--- src/rtl/mem_port_arbiter.sv ---
// mem_port_arbiter
// Shares one single-port synchronous memory between the instruction-fetch
// requester and the load/store requester. Data accesses win by default. A
// saturating streak counter limits how many data grants can go by in a row
// while a fetch is waiting. Read data returns one cycle after its grant and is
// tagged back to its owner by registered valid flags.
// MAX_DSTREAK must lie in 1..15 so that it fits the 4-bit streak counter.

module mem_port_arbiter #(
  parameter int AW          = 32,
  parameter int DW          = 32,
  parameter int MAX_DSTREAK = 4
) (
  input  logic            clk,
  input  logic            rst,

  // Instruction-fetch requester (read only)
  input  logic            i_req,
  input  logic [AW-1:0]   i_addr,
  output logic            i_gnt,
  output logic            i_rvalid,
  output logic [DW-1:0]   i_rdata,

  // Load/store requester
  input  logic            d_req,
  input  logic            d_we,
  input  logic [AW-1:0]   d_addr,
  input  logic [DW-1:0]   d_wdata,
  input  logic [DW/8-1:0] d_be,
  output logic            d_gnt,
  output logic            d_rvalid,
  output logic [DW-1:0]   d_rdata,

  // Memory macro port
  input  logic            mem_ready,
  output logic            mem_en,
  output logic            mem_we,
  output logic [AW-1:0]   mem_addr,
  output logic [DW-1:0]   mem_wdata,
  output logic [DW/8-1:0] mem_be,
  input  logic [DW-1:0]   mem_rdata
);

  localparam int         BW         = DW / 8;
  localparam logic [3:0] STREAK_MAX = 4'(MAX_DSTREAK);

  // Consecutive data grants issued while a fetch was waiting
  logic [3:0] streak_q, streak_d;

  // Owner flags for the response arriving on mem_rdata next cycle
  logic       i_rvalid_q, i_rvalid_d;
  logic       d_rvalid_q, d_rvalid_d;

  // Arbitration terms
  logic       grant_ok;
  logic       fetch_turn;
  logic       i_gnt_w;
  logic       d_gnt_w;

  // Arbitration: at most one grant, only while memory is ready and out of reset
  always_comb begin
    // NOTE: every signal driven from always_comb gets a value on every path
    // (here directly, elsewhere via a default at the top) so no latch is inferred.
    grant_ok   = mem_ready & rst;
    fetch_turn = i_req & (streak_q == STREAK_MAX);
    i_gnt_w    = grant_ok & i_req & (fetch_turn | ~d_req);
    d_gnt_w    = grant_ok & d_req & ~fetch_turn;
  end

  // Memory command mux: fetch command, data command, or all zero when idle
  always_comb begin
    mem_en    = 1'b0;
    mem_we    = 1'b0;
    mem_addr  = '0;
    mem_wdata = '0;
    mem_be    = '0;
    if (i_gnt_w) begin
      mem_en    = 1'b1;
      mem_we    = 1'b0;
      mem_addr  = i_addr;
      mem_wdata = '0;
      mem_be    = {BW{1'b1}};
    end else if (d_gnt_w) begin
      mem_en    = 1'b1;
      mem_we    = d_we;
      mem_addr  = d_addr;
      mem_wdata = d_wdata;
      mem_be    = d_be;
    end
  end

  // Next-state for the streak counter and the response owner flags
  always_comb begin
    streak_d = streak_q;
    if (!i_req || i_gnt_w) begin
      // No fetch waiting, or the fetch just got its turn: start over
      streak_d = '0;
    end else if (d_gnt_w && (streak_q < STREAK_MAX)) begin
      streak_d = streak_q + 4'd1;
    end
    // Writes complete at grant and produce no response
    i_rvalid_d = i_gnt_w;
    d_rvalid_d = d_gnt_w & ~d_we;
  end

  // State registers; async reset also drops any response still in flight
  always_ff @(posedge clk or negedge rst) begin
    // NOTE: sequential state uses non-blocking assignments so every register
    // samples the pre-edge values, independent of statement order.
    if (!rst) begin
      streak_q   <= '0;
      i_rvalid_q <= 1'b0;
      d_rvalid_q <= 1'b0;
    end else begin
      streak_q   <= streak_d;
      i_rvalid_q <= i_rvalid_d;
      d_rvalid_q <= d_rvalid_d;
    end
  end

  // Grants are combinational; response data is the memory data passed through
  assign i_gnt    = i_gnt_w;
  assign d_gnt    = d_gnt_w;
  assign i_rvalid = i_rvalid_q;
  assign d_rvalid = d_rvalid_q;
  assign i_rdata  = mem_rdata;
  assign d_rdata  = mem_rdata;

endmodule

--- config.mk ---
export PLATFORM = sky130hd
export DESIGN_NAME = mem_port_arbiter
export DESIGN_NICKNAME = d
export VERILOG_FILES = /design/src/rtl/mem_port_arbiter.sv
export SDC_FILE = /design/constraint.sdc
export NUM_CORES = 1
export LEC_CHECK = 0
export CAP_MARGIN = 5
export CORE_AREA = 8 8 102 104
export DETAILED_ROUTE_END_ITERATION = 10
export DIE_AREA = 0 0 110 112
export GPL_TIMING_DRIVEN = 0
export PLACE_DENSITY = 0.7
export SYNTH_ARGS = -nofsm -noshare
export SYNTH_HDL_FRONTEND = slang
export SYNTH_SLANG_ARGS = --single-unit
--- constraint.sdc ---
create_clock -name clk -period 1.7 [get_ports clk]
set_input_delay 0.17 -clock clk [delete_from_list [all_inputs] [get_ports clk]]
set_output_delay 0.17 -clock clk [all_outputs]
set_load 0.02 [all_outputs]
==> run_results.csv <==
group,metric,value,unit
outcome,outcome,"finished with violations",
outcome,violations,"setup timing",
global_route,grt_use_total,17.4,%
power,power_density,306,mW/mm^2
placed_design,dp_hpwl,9440,um
flow_run,cap_viol_max_count,0,
yosys,ys_seq_elements,6,
floorplan,die-height,112,um
power,finalPower,1510,uW
global_route,grt_pass1_wl,17100,um
power,power.leakage,0.00218,uW
sta,rsz0062_at_grt,"true",
yosys,synthFlopType,"dfrtp_1",
sta,finalSetupTns,-16.47,ns
floorplan,initial_core_util,19.5,%
final_layout,fin_nets,676,
clock_network,path_clk_slew,0.04,ns
placed_design,place.port_buffers,243,
setup_path,crit_fanout,8,
drt,ant_nets,0,
sta,min_period,2.05,ns
final_layout,drive_gt1_share,44.0,%
drt,routed_wl,11900,um
clock_network,root_buffer,"clkbuf_8",
final_layout,stdcell_area,0.00495,sq mm
yosys,synth_fp_nets,406,
floorplan,ioPinCount,276,
final_layout,fill_cells,837,
worst_hold_path,min_path_type,"input pin to flop",
global_route,overflow,0,
final_layout,syn_to_final_growth,185,%
floorplan,core,0.00889,sq mm
drt,via_count,2933,
yosys,syn_area,0.00174,sq mm
final_layout,fin_util,55.7,%
clock_network,cts_tree,"yes",
sta,maxSlewHeadroom,71.7,%
yosys,netlist_instances,266,
floorplan,dieArea,0.0123,sq mm
drt,drt_iter0_drc,145,
floorplan,rows,35,
drt,avgRoutedWirePerCell,18.4,um
sta,max_freq,487,MHz
yosys,synthArstFlopShare,100,%
final_layout,multiInputGateArea,0.00124,sq mm
clock_network,cts_num_sinks,6,
floorplan,fp.dieW,110,um
global_route,grt_start_max_net_pins,11,
setup_path,endpoint_kind,"output port",
drt,vias_per_cell,4.55,
setup_path,worst-setup-path-type,"flop to output port",
drt,first_pass_iters,4,
sta,layout_setup_ws,-0.352,ns
global_route,grt_pass1_vias,3079,
placed_design,placed_area,0.00431,sq mm
drt,drc,0,
clock_network,numCtsBuffers,3,
setup_path,required,1.53,ns
sta,drv_slew,0,
setup_path,startpoint_type,"flop",
yosys,avgSynthCellArea,6.52,sq um
final_layout,regArea,150,sq um
yosys,yosysWarnings,0,
clock_network,ctsLongestPathBuffers,2,
setup_path,cp.arrival,1.88,ns
clock_network,clock_latency,0.22,ns
placed_design,place.gp.congestion,0.781,
sta,setup_viol,70,
yosys,synth-seq-area-share,8.65,%
clock_network,cts_max_level,1,
global_route,antenna_found_initial,0,
power,ir_drop,414,uV
sta,finalClockSkew,0.00285,ns
sta,hold_viol,0,
yosys,yosysUniqueCellTypes,26,
yosys,synth-edff-count,0,
sta,tightest_slew,0.420,ns
final_layout,antenna_cells,0,
sta,min_period_over_period,121,%
## stage by stage
| stage | hold WS [ns] | worst slack (ns) | instances |
|---|---|---|---|
| after CTS | 0.472 | -0.309 | 639 |
| after global routing | 0.388 | -0.424 | 645 |
| final | 0.384 | -0.352 | 645 |
| after global placement | 0.467 | -1.01 | 620 |
| after floorplan | -0.126 | -0.110 | 266 |
| after detailed placement | 0.475 | -1.05 | 620 |
## cell type report
type,instances,area share [%]
Buffer,93,14.8
Clock buffer,3,0.834
Inverter,3,0.228
Multi-Input combinational cell,164,25.2
Sequential cell,6,3.03
Tap cell,111,2.81
Timing Repair Buffer,265,53.1
## power by group
part,total [uW],internal [uW],switching [uW]
registers,148,146,1.26
logic,1160,669,487
clock network,210,152,58.0
## cells by family after synthesis
family	after synthesis	synth area share, %
buf+inv	96	37.6
flops	6	8.65
compound gates	44	13.6
simple gates	118	38.7
fa+ha+maj	2	1.44
## final timing paths
kind / start / end / slack [ns] / cells past startpoint
max: streak_q[1] / mem_wdata[4] / -0.35 / 9
max reg2reg: streak_q[1] / i_rvalid / 0.24 / 7
min: i_req / i_rvalid / 0.38 / 3
min reg2reg: streak_q[3] / streak_q[3] / 0.57 / 2
max in group asynchronous: rst / streak_q[1] / 0.89 / 2
min in group asynchronous: rst / i_rvalid / 0.58 / 2
## metal layers
metal	global-route usage (%)	vias to the layer above	part of all wire (%)
li1	-	1430	-
met1	19.5	1365	37
met2	31.3	130	52
met3	5.55	8	10
met4	2.34	0	0.67
met5	0	-	0
## state kept, by name (all words and copies together) (netlist names)
register	cells
i_rvalid	1
streak_q	4
d_rvalid	1
## cells in the mapped netlist (all sizes together) (2+ instances only)
| cell | instances | area share, % |
|---|---|---|
| clkbuf | 15 | 3.4 |
| nand4 | 32 | 12 |
| buf | 78 | 34 |
| nand2 | 9 | 1.9 |
| dfrtp | 6 | 8.7 |
| a21oi | 7 | 2.2 |
| inv | 3 | 0.65 |
| nand3 | 33 | 9.5 |
| o21ai | 34 | 9.8 |
| and2 | 2 | 0.72 |
| nor2 | 4 | 0.86 |
| ha | 2 | 1.4 |
| and3 | 33 | 12 |
## worst max-delay path: stages (launching register included)
cell and delay [ns]:
dfrtp_1 0.35, inv_2 0.06, ha_4 0.16, and3b_2 0.22
a21oi_4 0.19, buf_6 0.15, buf_6 0.13, buf_6 0.10
and3_4 0.17, buf_6 0.11
## layout by cell type (no fill, tap or decap), types with 2 or more instances in the layout
cell,netlist,layout
nand4_1,32,32
buf_12,0,3
nand3_1,33,33
and3_4,0,17
and2_1,2,2
o21ai_1,1,7
buf_6,4,56
dlygate4sd2_1,0,2
clkbuf_1,13,2
clkbuf_8,0,3
o21ai_4,0,14
nor2_1,4,3
clkdlybuf4s50_1,0,169
clkbuf_4,0,7
o21ai_2,0,7
clkbuf_2,2,4
nand2_1,9,9
buf_2,7,10
o21ai_0,33,6
inv_2,0,2
a21oi_1,6,2
dfrtp_1,6,6
and3_1,33,16
clkbuf_16,0,2
a21oi_2,1,4
buf_4,67,101
## timing repair
item | in CTS | in global routing
endpoints found under the hold margin | 6 | 0
pin swaps | 19 | 19
resized for setup | 496 | 64
endpoints found under the setup margin | 74 | 72
hold buffers | 1 | 0
cloned | 2 | 1
buffers inserted | 13 | 6
Note: power is estimated with default switching activity, not from simulation.
